<file path="src/rtl/cpu_ctrl_pkg.sv">
// Shared definitions for the CPU control sequencer: opcodes, ALU codes, state encoding.
// The optional memory-wait timeout is enabled with the CPU_CTRL_TIMEOUT_EN macro.
package cpu_ctrl_pkg;

   localparam logic [3:0] OP_NOP   = 4'h0;
   localparam logic [3:0] OP_LOAD  = 4'h1;
   localparam logic [3:0] OP_STORE = 4'h2;
   localparam logic [3:0] OP_ADD   = 4'h3;
   localparam logic [3:0] OP_SUB   = 4'h4;
   localparam logic [3:0] OP_AND   = 4'h5;
   localparam logic [3:0] OP_OR    = 4'h6;
   localparam logic [3:0] OP_JMP   = 4'h7;
   localparam logic [3:0] OP_JZ    = 4'h8;
   localparam logic [3:0] OP_HALT  = 4'hF;

   localparam logic [2:0] ALU_PASS = 3'd0;
   localparam logic [2:0] ALU_ADD  = 3'd1;
   localparam logic [2:0] ALU_SUB  = 3'd2;
   localparam logic [2:0] ALU_AND  = 3'd3;
   localparam logic [2:0] ALU_OR   = 3'd4;

   localparam int WAIT_CNT_W = 8;

   typedef enum logic [2:0] {
      ST_IDLE   = 3'd0,
      ST_FETCH  = 3'd1,
      ST_DECODE = 3'd2,
      ST_MEM_RD = 3'd3,
      ST_MEM_WR = 3'd4,
      ST_HALT   = 3'd5,
      ST_FAULT  = 3'd6
   } state_e;

   function automatic logic [2:0] alu_decode(input logic [3:0] op);
      logic [2:0] r;
      case (op)
         OP_ADD:  r = ALU_ADD;
         OP_SUB:  r = ALU_SUB;
         OP_AND:  r = ALU_AND;
         OP_OR:   r = ALU_OR;
         default: r = ALU_PASS;
      endcase
      return r;
   endfunction

   function automatic logic is_mem_read_op(input logic [3:0] op);
      return (op == OP_LOAD) || (op == OP_ADD) || (op == OP_SUB) ||
             (op == OP_AND)  || (op == OP_OR);
   endfunction

endpackage

</file>
<file path="src/rtl/cpu_ctrl_wait_timer.sv">
// Memory-wait counter with terminal compare; used only when CPU_CTRL_TIMEOUT_EN is defined.
// Counts consecutive cycles spent in a wait state without mem_ready.
module ctrl_wait_timer
   import cpu_ctrl_pkg::*;
#(
   parameter int TIMEOUT = 16
) (
   input  logic clk,
   input  logic reset,
   input  logic active_i,
   input  logic ready_i,
   output logic expire_o
);

   logic [WAIT_CNT_W-1:0] cnt_q, cnt_d;

   // Clearing whenever not waiting (or on completion) makes every wait-state entry start at 0.
   always_comb begin
      cnt_d = cnt_q;
      if (!active_i || ready_i) cnt_d = '0;
      else                      cnt_d = cnt_q + 8'd1;
   end

   always_ff @(posedge clk) begin
      if (reset) cnt_q <= '0;
      else       cnt_q <= cnt_d;
   end

   assign expire_o = active_i && !ready_i && (cnt_q == 8'(TIMEOUT - 1));

endmodule

</file>
<file path="src/rtl/cpu_ctrl_seq.sv">
// Multi-cycle fetch/decode/execute control sequencer driving datapath enables and memory handshake.
// Define CPU_CTRL_TIMEOUT_EN to add the bounded memory-wait timeout and the FAULT state.
module cpu_ctrl_seq
   import cpu_ctrl_pkg::*;
#(
   parameter int TIMEOUT = 16
) (
   input  logic       clk,
   input  logic       reset,
   input  logic       start,
   input  logic [3:0] opcode,
   input  logic       zero,
   input  logic       mem_ready,
   output logic       pc_en,
   output logic       pc_sel,
   output logic       ir_en,
   output logic       acc_en,
   output logic       addr_sel,
   output logic       mem_rd,
   output logic       mem_wr,
   output logic [2:0] alu_op,
   output logic       busy,
   output logic       halted,
   output logic       fault
);

   if (TIMEOUT < 2 || TIMEOUT > 255) begin : g_bad_timeout
      $error("cpu_ctrl_seq: TIMEOUT must be within 2..255");
   end

   state_e     state_q, state_d;
   logic [3:0] op_q, op_d;
   logic       timeout_w;

`ifdef CPU_CTRL_TIMEOUT_EN
   logic in_wait_w;
   assign in_wait_w = (state_q == ST_FETCH) || (state_q == ST_MEM_RD) || (state_q == ST_MEM_WR);

   ctrl_wait_timer #(.TIMEOUT(TIMEOUT)) u_wait_timer (
      .clk      (clk),
      .reset    (reset),
      .active_i (in_wait_w),
      .ready_i  (mem_ready),
      .expire_o (timeout_w)
   );
`else
   assign timeout_w = 1'b0;
`endif

   always_ff @(posedge clk) begin
      if (reset) begin
         state_q <= ST_IDLE;
         op_q    <= OP_NOP;
      end else begin
         state_q <= state_d;
         op_q    <= op_d;
      end
   end

   always_comb begin
      state_d = state_q;
      op_d    = op_q;
      case (state_q)
         ST_IDLE:   if (start) state_d = ST_FETCH;
         ST_FETCH: begin
            if (mem_ready)      state_d = ST_DECODE;
            else if (timeout_w) state_d = ST_FAULT;
         end
         ST_DECODE: begin
            op_d = opcode;
            if (opcode == OP_HALT)          state_d = ST_HALT;
            else if (is_mem_read_op(opcode)) state_d = ST_MEM_RD;
            else if (opcode == OP_STORE)    state_d = ST_MEM_WR;
            else                            state_d = ST_FETCH;
         end
         ST_MEM_RD, ST_MEM_WR: begin
            if (mem_ready)      state_d = ST_FETCH;
            else if (timeout_w) state_d = ST_FAULT;
         end
         ST_HALT:   state_d = ST_HALT;
         ST_FAULT:  state_d = ST_FAULT;
         default:   state_d = ST_IDLE;
      endcase
   end

   // Requests are Moore on state; enables also qualify on inputs and are suppressed under reset.
   always_comb begin
      pc_en    = 1'b0;
      pc_sel   = 1'b0;
      ir_en    = 1'b0;
      acc_en   = 1'b0;
      addr_sel = 1'b0;
      mem_rd   = 1'b0;
      mem_wr   = 1'b0;
      alu_op   = ALU_PASS;
      busy     = 1'b0;
      halted   = 1'b0;
      fault    = 1'b0;
      case (state_q)
         ST_FETCH: begin
            busy   = 1'b1;
            mem_rd = 1'b1;
            ir_en  = mem_ready && !reset;
            pc_en  = mem_ready && !reset;
         end
         ST_DECODE: begin
            busy = 1'b1;
            if (!reset && ((opcode == OP_JMP) || ((opcode == OP_JZ) && zero))) begin
               pc_en  = 1'b1;
               pc_sel = 1'b1;
            end
         end
         ST_MEM_RD: begin
            busy     = 1'b1;
            mem_rd   = 1'b1;
            addr_sel = 1'b1;
            alu_op   = alu_decode(op_q);
            acc_en   = mem_ready && !reset;
         end
         ST_MEM_WR: begin
            busy     = 1'b1;
            mem_wr   = 1'b1;
            addr_sel = 1'b1;
         end
         ST_HALT:   halted = 1'b1;
`ifdef CPU_CTRL_TIMEOUT_EN
         ST_FAULT:  fault = 1'b1;
`endif
         default: ;
      endcase
   end

endmodule

</file>
<file path="config.mk">
export PLATFORM = sky130hd
export DESIGN_NAME = cpu_ctrl_seq
export DESIGN_NICKNAME = d
export VERILOG_FILES = /design/src/rtl/cpu_ctrl_pkg.sv /design/src/rtl/cpu_ctrl_wait_timer.sv /design/src/rtl/cpu_ctrl_seq.sv
export SDC_FILE = /design/constraint.sdc
export NUM_CORES = 1
export LEC_CHECK = 0
export CORE_MARGIN = 3
export CORE_UTILIZATION = 41
export DETAILED_ROUTE_END_ITERATION = 8
export GPL_ROUTABILITY_DRIVEN = 0
export HOLD_SLACK_MARGIN = 0.12
export PLACE_DENSITY = 0.83
export SLEW_MARGIN = 0
export SYNTH_ARGS = -nofsm -noshare
export SYNTH_HDL_FRONTEND = slang
export SYNTH_SLANG_ARGS = --single-unit
</file>
<file path="constraint.sdc">
create_clock -name clk -period 1.55 [get_ports clk]
set_input_delay 0.155 -clock clk [delete_from_list [all_inputs] [get_ports clk]]
set_output_delay 0.155 -clock clk [all_outputs]
set_load 0.01 [all_outputs]
</file>
Yosys cells after proc, flatten, opt, wreduce, memory -nomap -nowiden
Cells that the tools add are included.
{"block": "totals", "reg_bits": 7, "out_inout_bits": 13, "in_bits": 9, "elab_cells": 57}
{"block": "op_classes", "n_eq_ne": 22, "reduce_logical": 14, "n_mux": 19}
{"cell": "4-bit by 3-bit equality test with 1-bit output (second input constant)", "n": 7}
{"cell": "3-bit two-way mux", "n": 7}
{"cell": "3-bit one-hot mux with 6 select lines", "n": 1}
{"cell": "4-bit by 2-bit equality test with 1-bit output (second input constant)", "n": 3}
{"cell": "3-bit one-hot mux with 4 select lines", "n": 1}
{"cell": "3-bit equality test (second input constant)", "n": 3}
{"cell": "1-bit two-way mux", "n": 9}
{"cell": "4-bit equality test (second input constant)", "n": 2}
{"cell": "3-bit by 2-bit equality test with 1-bit output (second input constant)", "n": 2}
{"cell": "1-bit logical OR", "n": 5}
{"cell": "4-bit by 1-bit equality test with 1-bit output (second input constant)", "n": 1}
{"cell": "2-bit inequality test (second input constant)", "n": 2}
{"cell": "2-bit OR reduction", "n": 2}
{"cell": "4-bit OR reduction", "n": 1}
{"cell": "3-bit by 1-bit equality test with 1-bit output (second input constant)", "n": 1}
{"cell": "1-bit logical AND", "n": 3}
{"cell": "3-bit zero test", "n": 1}
{"cell": "3-bit AND reduction", "n": 1}
{"cell": "2-bit by 1-bit inequality test with 1-bit output (second input constant)", "n": 1}
{"cell": "1-bit one-hot mux with 2 select lines", "n": 1}
{"cell": "1-bit zero test", "n": 1}

Depth between registers and ports, before layout
{"block": "depth", "depth_word": 8, "mapped_depth": 5, "depth_no_buf": 3}

Worst setup path before layout
Ideal clock, no wire load.
{"block": "synth_timing", "path_kind": "register -> output", "start": "reg state_q[0]", "end": "out alu_op[2]", "setup_slack_ns": 0.274, "t_required_ns": 1.395, "stages_incl_launch_ff": 6, "n_path_buf": 2, "arrival_ns": 1.121, "cell_sequence": "dfxtp_1 -> buf_6 -> and2b_1 -> buf_6 -> nand4b_1 -> nor3b_1"}
{"block": "synth_between", "elab_chain_len": 2}
{"element": "from (decl)", "line": "cpu_ctrl_seq.sv:31", "source": "state_e state_q, state_d;"}
{"element": "from (signal assigned)", "line": "cpu_ctrl_seq.sv:55", "source": "state_q <= state_d;"}
{"element": "3-bit by 2-bit equality test with 1-bit output", "line": "cpu_ctrl_seq.sv:99", "source": "case (state_q)"}
{"element": "3-bit two-way mux", "line": "cpu_ctrl_seq.sv:99"}
{"element": "to (decl)", "line": "cpu_ctrl_seq.sv:21", "source": "output logic [2:0] alu_op,"}
Every way passes these cells.

Worst setup path in the final report
{"block": "layout_timing", "start": "reg state_q[2]", "end": "out addr_sel"}
{"block": "layout_between", "elab_chain_len": 3}
{"element": "3-bit by 2-bit equality test with 1-bit output or 3-bit equality test (tied branches)", "line": "cpu_ctrl_seq.sv:99"}
{"element": "2-bit OR reduction (no line) *"}
{"element": "1-bit two-way mux *", "line": "cpu_ctrl_seq.sv:99"}
{"element": "to (decl)", "line": "cpu_ctrl_seq.sv:18", "source": "output logic addr_sel,"}
Mark *: on every way between the ends. The rest lies on a longest branch, timed or not.

==> key figures <==
Status
  – Status: finished clean

Routing
  – Vias per Instance: 5.41
  – Post-route ant nets: 0
  – Detailed Route WL: 1.45 mm
  – Vias: 606
  – WL/cell: 12.9 um
  – Initial DRC count: 19
  – Pre-antenna DRT Iters: 4
  – DRC viols: 0

Clock network
  – Clk slew on worst S/H paths: 60 ps
  – TritonCTS Buffers: 3
  – Clk root buf: clkbuf_4
  – Worst-Skew Late Latency: 260 ps
  – Clock Sinks: 7
  – CTS tree: built
  – Clock Tree Buf Depth: 2
  – # H-tree levels: 1

Yosys
  – Main synth FF type: dfxtp_1
  – YS warnings: 0
  – Post-synth EDFFs: 0
  – Syn Inst Count: 66
  – Post-synth top cells: nor2_1, dfxtp_1, mux2i_1, a21oi_1, nand2_1
  – Sequential share of the synthesized area: 25.6%
  – Synth Cell Area: 548 um^2
  – Syn avg cell area: 8.30 um^2
  – Synth cell types: 32
  – Fraction of registers with async set/reset: 0%
  – Leading area contributor after synthesis: dfxtp_1
  – Top cell type's share of synthesized area: 25.6%
  – Post-synthesis net count: 75
  – Count leader, synth: nor2_1
  – Top cells by area, synth: dfxtp_1, mux2i_1, nor2_1
  – Register bit total from synthesis: 7

Pwr
  – Pleak: 0.395 nW
  – PD cells: 677 nW/um^2
  – Switch share: 30.1%
  – Peak supply drop: 0.000518 V
  – Final total power: 0.572 mW
  – Clock power share: 29.4%
  – Net switching power: 0.172 mW
  – Sequential power share: 35.5%
  – Logic gate share of total power: 35.1%
  – Internal Power: 0.400 mW

Timing
  – RSZ-0062 raised after global routing: true
  – Endpoints failing setup: 0
  – Pins Over Slew Limit: 0
  – Min Clock Period, post-route: 1510 ps
  – WHS: 395 ps
  – Skew final: 10.2 ps
  – Setup ws final: 44.9 ps
  – Crit share post-route: 97.1%
  – Fin. Hold Viols: 0
  – Fmax: 664 MHz

Global routing
  – Gr usage total: 18.9%
  – Initial antenna violation count: 0
  – Maximum number of pins on one net before global-route repair: 11
  – Grt ovf: 0
  – First-pass GRT wire length: 2.59 mm
  – Vias in the first global route: 617

Critical path
  – Flop2flop setup slack: 310 ps
  – Nature of the critical path startpoint: register
  – R2R cell count: 4
  – CP endpoint kind: output pin
  – Worst EP arrival: 1350 ps
  – Crit-path max FO: 4
  – Worst EP required: 1390 ps
  – Critical path type: register to output pin

Cells and area
  – # diodes: 0
  – Area growth, synth to finish: 54.3%
  – Final Util: 71.3%
  – Nets: 108
  – Share of post-route cells with drive strength above 1: 34.7%

Floorplanning
  – Core Region: 1190 um^2
  – Starting Density: 46.2%
  – DIE AREA: 1810 um^2
  – # rows: 12
  – IO Pins: 22
  – Die Span Y: 42.6 um
  – Die Wd: 42.6 um

Placed design
  – Post-place setup slack: -373 ps
  – IO Port Bufs: 20
  – DP HPWL: 1.10 mm

Hold path
  – Cells on Worst Hold Path: 4
  – Hold Crit Class: input port to register

Flow run
  – Max Cap Viol: 0
through the flow:
step / instance area (um^2) / std cells / TNS, ps
2_1_floorplan: 548 / 66 / 0
3_3_place_gp: 811 / 107 / -1130
3_5_place_dp: 811 / 107 / -1380
4_1_cts: 871 / 112 / 0
5_1_grt: 846 / 112 / -87.3
6_report: 846 / 112 / 0
cells by family (layout without fill, tap and decap cells):
group	after synthesis	count (layout)	synth area share (%)
other cells	1	1	0.684
xor+xnor	2	2	3.20
flops	7	7	25.6
buf+inv	9	41	11.6
compound gates	12	12	16.4
mux	6	6	11.0
simple gates	29	29	31.5
cell usage in the layout (no fill, tap or decap), types with 2 or more instances in the layout:
cell,n
buf_4,13
nor2_1,9
clkdlybuf4s50_1,7
mux2i_1,6
dfxtp_1,5
clkbuf_2,5
dlygate4sd2_1,5
a21oi_1,4
nand2_1,4
inv_1,3
clkbuf_4,3
nor3b_4,2
nand2b_1,2
nor3_1,2
buf_2,2
dfxtp_2,2
path summary, 6_finish.rpt:
check	start	to
worst min register to register	op_q[3]$_SDFFE_PP0P_	op_q[3]$_SDFFE_PP0P_
worst max-delay path	state_q[2]$_SDFFE_PP0P_	addr_sel
worst min-delay path	opcode[2]	op_q[2]$_SDFFE_PP0P_
worst max register to register	state_q[1]$_SDFFE_PP0P_	state_q[0]$_SDFFE_PP0P_
flip-flops by register name, indices dropped and copies added, names as in the netlist:
| register | count |
|---|---|
| op_q | 4 |
| state_q | 3 |
power by group through the flow:
stage	logic [mW]	clock network, mW	registers [mW]
finish	0.201	0.168	0.203
global route	0.217	0.184	0.205
detailed placement	0.188	0	0.204
global placement	0.187	0	0.203
CTS	0.198	0.171	0.202
floorplan	0.113	0	0.200
worst max-delay path, stage by stage, from the launching register on:
cell and delay (ps):
dfxtp_2 310, and2b_2 250, nand2_1 80, buf_4 150, nand2_1 50, dlygate4sd2_1 260
per-layer routing:
| metal | wire length (um) | global-route usage [%] | up-vias |
|---|---|---|---|
| met5 | 0 | 0 | - |
| met4 | 28 | 11.2 | 0 |
| met3 | 96 | 4.72 | 4 |
| met2 | 649 | 29.5 | 26 |
| met1 | 675 | 23.1 | 279 |
| li1 | - | - | 297 |
cell type report:
class / instances / area, um^2
multi-input cells: 50 / 378
fillers: 96 / 340
repair buffers: 34 / 270
flip-flops and latches: 7 / 143
clock buffers: 4 / 26.3
well taps: 14 / 17.5
inverters: 3 / 11.3
repair_timing:
action | 4_1_cts | 5_1_grt
resized for setup | 25 | 14
setup buffers | 1 | 0
pin swaps | 2 | 6
endpoints found under the setup margin | 12 | 8
hold buffers | 0 | 0
Note: power is estimated with default switching activity, not from simulation.
==> variant 1: new RTL, same flow settings <==
The 7 states of `state_e` get a one-hot encoding in 7 bits.
--- a/src/rtl/cpu_ctrl_pkg.sv
+++ b/src/rtl/cpu_ctrl_pkg.sv
@@ -23,10 +23,10 @@
 
-   typedef enum logic [2:0] {
-      ST_IDLE   = 3'd0,
-      ST_FETCH  = 3'd1,
-      ST_DECODE = 3'd2,
-      ST_MEM_RD = 3'd3,
-      ST_MEM_WR = 3'd4,
-      ST_HALT   = 3'd5,
-      ST_FAULT  = 3'd6
+   typedef enum logic [6:0] {
+      ST_IDLE   = 7'b0000001,
+      ST_FETCH  = 7'b0000010,
+      ST_DECODE = 7'b0000100,
+      ST_MEM_RD = 7'b0001000,
+      ST_MEM_WR = 7'b0010000,
+      ST_HALT   = 7'b0100000,
+      ST_FAULT  = 7'b1000000
    } state_e;
Behaviour: no difference found for any inputs over 10 cycles, from zero or initial values and one cycle with reset high; not proved beyond that.
==> variant 1 against the original RTL <==
The flow now finishes with violations (negative setup slack). Worst setup slack worse by 0.40 ns. Wire length up 110%. Highest routed layer unchanged. Critical endpoint is now alu_op[2]. Register-to-register slack worse by 0.45 ns. Worst hold slack better by 0.18 ns. Largest power group is now combinational logic. Cell area up 66%. Non-clock buffer count up 26. Power up 85%. Critical path depth unchanged. Sequential cell count up 4. Area after synthesis up 45%. Global-route usage up 3.7 points.
==> variant 1: results (changes against the original RTL) <==
Synth:
- The number of nets produced by synthesis is 105 (was 75).
- Leading post-synthesis cells by cell area: dfxtp_1 28%, nor2_1 8.5%, mux2i_1 5.0% (was dfxtp_1 26%, mux2i_1 11%, nor2_1 6.8%).
- The cell count after synthesis was 96 (was 66).
- Commonest cells in the netlist: 18 x nor2_1, 11 x dfxtp_1, 7 x o21ai_0 (was 10 x nor2_1, 7 x dfxtp_1, 6 x mux2i_1).
- The share of synthesized area occupied by flip-flops and latches came to 27.7% (was 25.6%).
- The post-synthesis cell type count is 38 (was 32).

Setup path:
- The kind of cell with the highest combined delay on the critical path is simple AND/OR/NAND/NOR gates (was buffers and inverters).
- The depth of the most critical reg-to-reg path is 7 (was 4).
- The slowest cell on the critical path is or3b_4 (was dfxtp_2).
- The maximum net fanout on the critical path came to 3 (was 4).
- The stage delay of the slowest cell on the critical path is 0.43 ns (was 0.31 ns).

Global route:
- The wire length of the first global-routing pass is 4400 um (was 2590 um).
- The fraction of met2 tracks used by global routing came to 42.0% (was 29.5%).
- The met3 track demand over resource is 3.32% (was 4.72%).
- The met1 capacity usage during global routing is 26.2% (was 23.1%).
- The overall routing resource usage came to 22.7% (was 18.9%).
- The number of antenna violations at the first check in global routing is 0 (unchanged).
- The via count of the first global-routing pass is 981 (was 617).

Placed design:
- The count of input and output buffers was 20 (unchanged).
- The setup slack after placement is -0.454 ns (was -0.373 ns).
- The number of placed cells counting well taps is 164 (was 107).
- The instance area after placement was 1210 um^2 (was 811 um^2).
- The estimated wirelength of the detail-placed design is 1900 um (was 1100 um).

Cells and area:
- The share of post-route cells with drive strength above 1 is 55.5% (was 34.7%).
- Biggest regs: state_q: 7 flops, op_q: 4 flops (was op_q: 4 flops, state_q: 3 flops).
- The number of nets at the end of the flow is 165 (was 108).
- The number of fill cells in the layout is 114 (was 96).

STA:
- The post-route worst setup slack is -0.357 ns (was 0.0449 ns).
- The setup skew after layout is 0.00200 ns (was 0.0102 ns).
- The count of final setup violators is 16 (was 0).

Worst hold path:
- The number of stages on the worst hold path is 2 (was 4).
- The worst min-delay path class is reg2reg (was in2reg).

Route:
- The overall via count from detail_route is 997 (was 606).
- The average wire per standard cell is 16.7 um (was 12.9 um).
- The total detailed-routing wirelength is 3010 um (was 1450 um).
- The first-iteration detailed-routing DRC count came to 25 (was 19).

Status:
- The final reports fail on negative setup slack.
- Result of the run: complete, but fails checks (was finished clean).

Power and ir drop:
- The leakage power of the design is 0.650 nW (was 0.395 nW).
- The maximum vdd ir drop was 527 uV (was 518 uV).

Clocking:
- The clock insertion delay at the later pin of the skew report is 0.27 ns.
==> variant 1: layout make-up <==
cell class	instances	area [um^2]	share of cell area, %
Sequential cell	11	236	16.8
Clock buffer	4	26.3	1.87
Inverter	6	22.5	1.60
Timing Repair Buffer	60	469	33.3
Tap cell	25	31.3	2.22
Multi-Input combinational cell	74	622	44.2
==> variant 1: worst register-to-register path: stages, from the launching register on <==
cell	delay (ns)
dfxtp_4	0.37
nor3_4	0.25
buf_4	0.18
nand4_4	0.10
buf_4	0.15
buf_4	0.16
o32a_1	0.34
nor2_1	0.08
==> variant 1: logic make-up after synthesis <==
logic type	after synthesis	synth area share (%)
and+or+nand+nor	44	35.4
other	1	0.472
DFF	11	27.7
xor gates and xnor gates	3	3.31
AOI/OAI and AO/OA	22	20.5
muxes	4	5.04
buffers and inverters	11	7.56
==> variant 1: through the flow <==
stage          setup TNS [ns]  hold WS (ns)
2_1_floorplan         -0.0305         0.270
3_3_place_gp            -3.12         0.520
3_5_place_dp            -3.60         0.538
4_1_cts                 -1.80         0.566
5_1_grt                 -3.75         0.606
6_report                -2.82         0.575
==> variant 1: where the power goes <==
group | switching [mW] | internal [mW] | total (mW)
sequential | 0.0362 | 0.305 | 0.342
clock | 0.0998 | 0.0997 | 0.200
combinational | 0.243 | 0.276 | 0.519
total | 0.380 | 0.681 | 1.06
==> variant 1: path summary, 6_finish.rpt <==
check,startpoint,end,slack (ns)
max,state_q[5]$_SDFFE_PP0P_,alu_op[2],-0.36
min,op_q[1]$_SDFFE_PP0N_,op_q[1]$_SDFFE_PP0N_,0.58
max reg2reg,state_q[5]$_SDFFE_PP0P_,state_q[4]$_SDFFE_PP0P_,-0.14
min reg2reg,op_q[1]$_SDFFE_PP0N_,op_q[1]$_SDFFE_PP0N_,0.58
==> variant 1: routing by layer <==
metal | routed length [um] | vias up
met3 | 157 | 8
met2 | 1580 | 43
li1 | - | 463
met4 | 67 | 0
met5 | 0 | -
met1 | 1200 | 483
==> variant 1: timing repair <==
item,4_1_cts,5_1_grt
resized for setup,74,14
endpoints found under the setup margin,14,15
buffers inserted,8,6
pin swaps,11,12
==> variant 2: new RTL, same flow settings <==
Without the edit above. Add a define of `CPU_CTRL_TIMEOUT_EN`.
--- a/src/rtl/cpu_ctrl_seq.sv
+++ b/src/rtl/cpu_ctrl_seq.sv
@@ -2,2 +2,4 @@
 // Define CPU_CTRL_TIMEOUT_EN to add the bounded memory-wait timeout and the FAULT state.
+`define CPU_CTRL_TIMEOUT_EN
+
 module cpu_ctrl_seq
Function: no difference found for any inputs over 10 cycles, from zero or initial values and one cycle with reset high; that may be too few to reach the edited logic, so the function may still have changed.
==> variant 2 against the original RTL <==
The flow now finishes with violations (negative setup slack). Largest cell class unchanged. Power is 41% higher. Wire length is 61% higher. Worst setup slack worse by 0.053 ns. Cell count is 63% higher. Sequential cell count is 8 higher. Clock power is 31% higher. Cell area is 59% higher. Register-to-register slack worse by 0.27 ns. Clock skew is 0.0084 ns lower. Highest routed layer unchanged. Count of clock-buffer cells in the layout stayed put. Fmax is 3.4% lower. Area after synthesis is 60% higher.
==> variant 2: results (changes against the original RTL) <==
Status:
- Result of the run: complete, but fails checks (was finished clean).
- The checks that failed: negative setup slack.

Power and ir drop:
- The leakage power of the design is 0.600 nW (was 0.395 nW).
- The maximum vdd ir drop is 571 uV (was 518 uV).

STA:
- The post-route worst setup slack is -0.00791 ns (was 0.0449 ns).
- The setup skew after layout is 0.00173 ns (was 0.0102 ns).
- The count of final setup violators is 1 (was 0).
- The aggregate negative setup slack is -0.00791 ns (was 0 ns).

Placed design:
- The instance area after placement is 1280 um^2 (was 811 um^2).
- The setup slack after placement is -0.513 ns (was -0.373 ns).
- The estimated wirelength of the detail-placed design is 1730 um (was 1100 um).

Setup path:
- The kind of cell with the highest combined delay on the critical path is simple AND/OR/NAND/NOR gates (was buffers and inverters).
- The stage delay of the slowest cell on the critical path is 0.33 ns (was 0.31 ns).
- The data arrival at the endpoint of the critical path is 1.40 ns (was 1.35 ns).

Cells and area:
- The register with the most flip-flops is u_wait_timer.cnt_q (was op_q).
- The number of fill cells in the layout is 151 (was 96).
- Biggest regs: u_wait_timer.cnt_q: 8 flops, op_q: 4 flops, state_q: 3 flops (was op_q: 4 flops, state_q: 3 flops).
- The number of nets at the end of the flow is 167 (was 108).
- The share of post-route cells with drive strength above 1 is 36.5% (was 34.7%).
- The number of cells in the finished layout apart from fillers is 183 (was 112).

Route:
- The first-iteration detailed-routing DRC count is 21 (was 19).
- The overall via count from detail_route is 948 (was 606).
- The total length of routed met3 wires is 72 um (was 96 um).
- The average wire per standard cell came to 12.8 um (was 12.9 um).
- The amount of wire on met2 after detailed routing came to 1150 um (was 649 um).
- The length of routed wiring on met1 came to 1050 um (was 675 um).

Synth:
- The count of yosys warnings during synthesis is 0 (unchanged).
- The number of nets produced by synthesis came to 120 (was 75).
- Leading post-synthesis cells by cell area: dfxtp_1 34%, nor2_1 9.4%, mux2i_1 4.6% (was dfxtp_1 26%, mux2i_1 11%, nor2_1 6.8%).
- The share of synthesized area occupied by flip-flops and latches is 34.2% (was 25.6%).
- The post-synthesis average cell area was 7.98 um^2 (was 8.30 um^2).
- Commonest cells in the netlist: 22 x nor2_1, 15 x dfxtp_1, 8 x nand2_1 (was 10 x nor2_1, 7 x dfxtp_1, 6 x mux2i_1).

Clocking:
- The maximum clock path buffer count came to 2 (unchanged).
- The clock slew seen by the registers of the worst setup and hold paths is 0.08 ns (was 0.06 ns).
- The clock insertion delay at the later pin of the skew report is 0.28 ns (was 0.26 ns).

Global route:
- The met1 capacity usage during global routing is 19.8% (was 23.1%).
- The largest net degree at the start of global routing is 10 (was 11).
- The fraction of met2 tracks used by global routing is 31.8% (was 29.5%).
- The via count of the first global-routing pass came to 945 (was 617).
- The wire length of the first global-routing pass is 3680 um (was 2590 um).
- The overall routing resource usage is 17.7% (was 18.9%).

Worst hold path:
- The worst min-delay path class is in2reg (unchanged).
variant 2: changes by cell type in the layout (fill, tap and decap cells not counted), sizes merged, moves of 4 or more:
cell	unedited run	this run
buf	16	31
nor2	10	22
dfxtp	7	15
nand2	4	8
variant 2: cell type report:
| class | count | share of cell area [%] |
|---|---|---|
| clock buffer | 4 | 1.95 |
| inverter | 5 | 1.39 |
| multi-input combinational | 85 | 44.5 |
| sequential | 15 | 22.8 |
| tap | 27 | 2.51 |
| timing repair buffer | 47 | 26.9 |
variant 2: worst paths after layout:
check	slack, ns	to	startpoint
setup / recovery	-0.008	pc_en	state_q[2]$_SDFFE_PP0P_
hold / removal	0.40	state_q[2]$_SDFFE_PP0P_	opcode[1]
setup reg to reg	0.04	state_q[1]$_SDFFE_PP0P_	state_q[0]$_SDFFE_PP0P_
hold reg to reg	0.47	u_wait_timer.cnt_q[0]$_SDFF_PP0_	u_wait_timer.cnt_q[0]$_SDFF_PP0_
variant 2: stage by stage:
stage	utilization, %	hold WS, ns
4_1_cts	66.6	0.404
3_3_place_gp	64.1	0.441
6_report	67.3	0.398
2_1_floorplan	-	0.302
5_1_grt	67.3	0.433
3_5_place_dp	64.1	0.455
variant 2: kinds of logic after synthesis:
kind of cell	count (synthesis)	share of synthesized area (%)
buf+inv	10	4.27
mux	4	4.56
xor+xnor	8	7.98
fa+ha+maj	1	1.42
compound gates	13	13.0
flops	15	34.2
simple gates	59	34.6
variant 2: timing repair:
item	4_1_cts	5_1_grt
buffers inserted	2	1
gates resized for setup	42	16
pin swaps	4	4
setup endpoints to repair	15	17
variant 2: power breakdown:
part	switching [mW]	internal [mW]	total (mW)	leakage, nW
Combinational	0.0854	0.0967	0.182	0.462
Clock	0.120	0.100	0.220	0.0150
Sequential	0.0118	0.395	0.407	0.123
Total	0.217	0.592	0.809	0.600
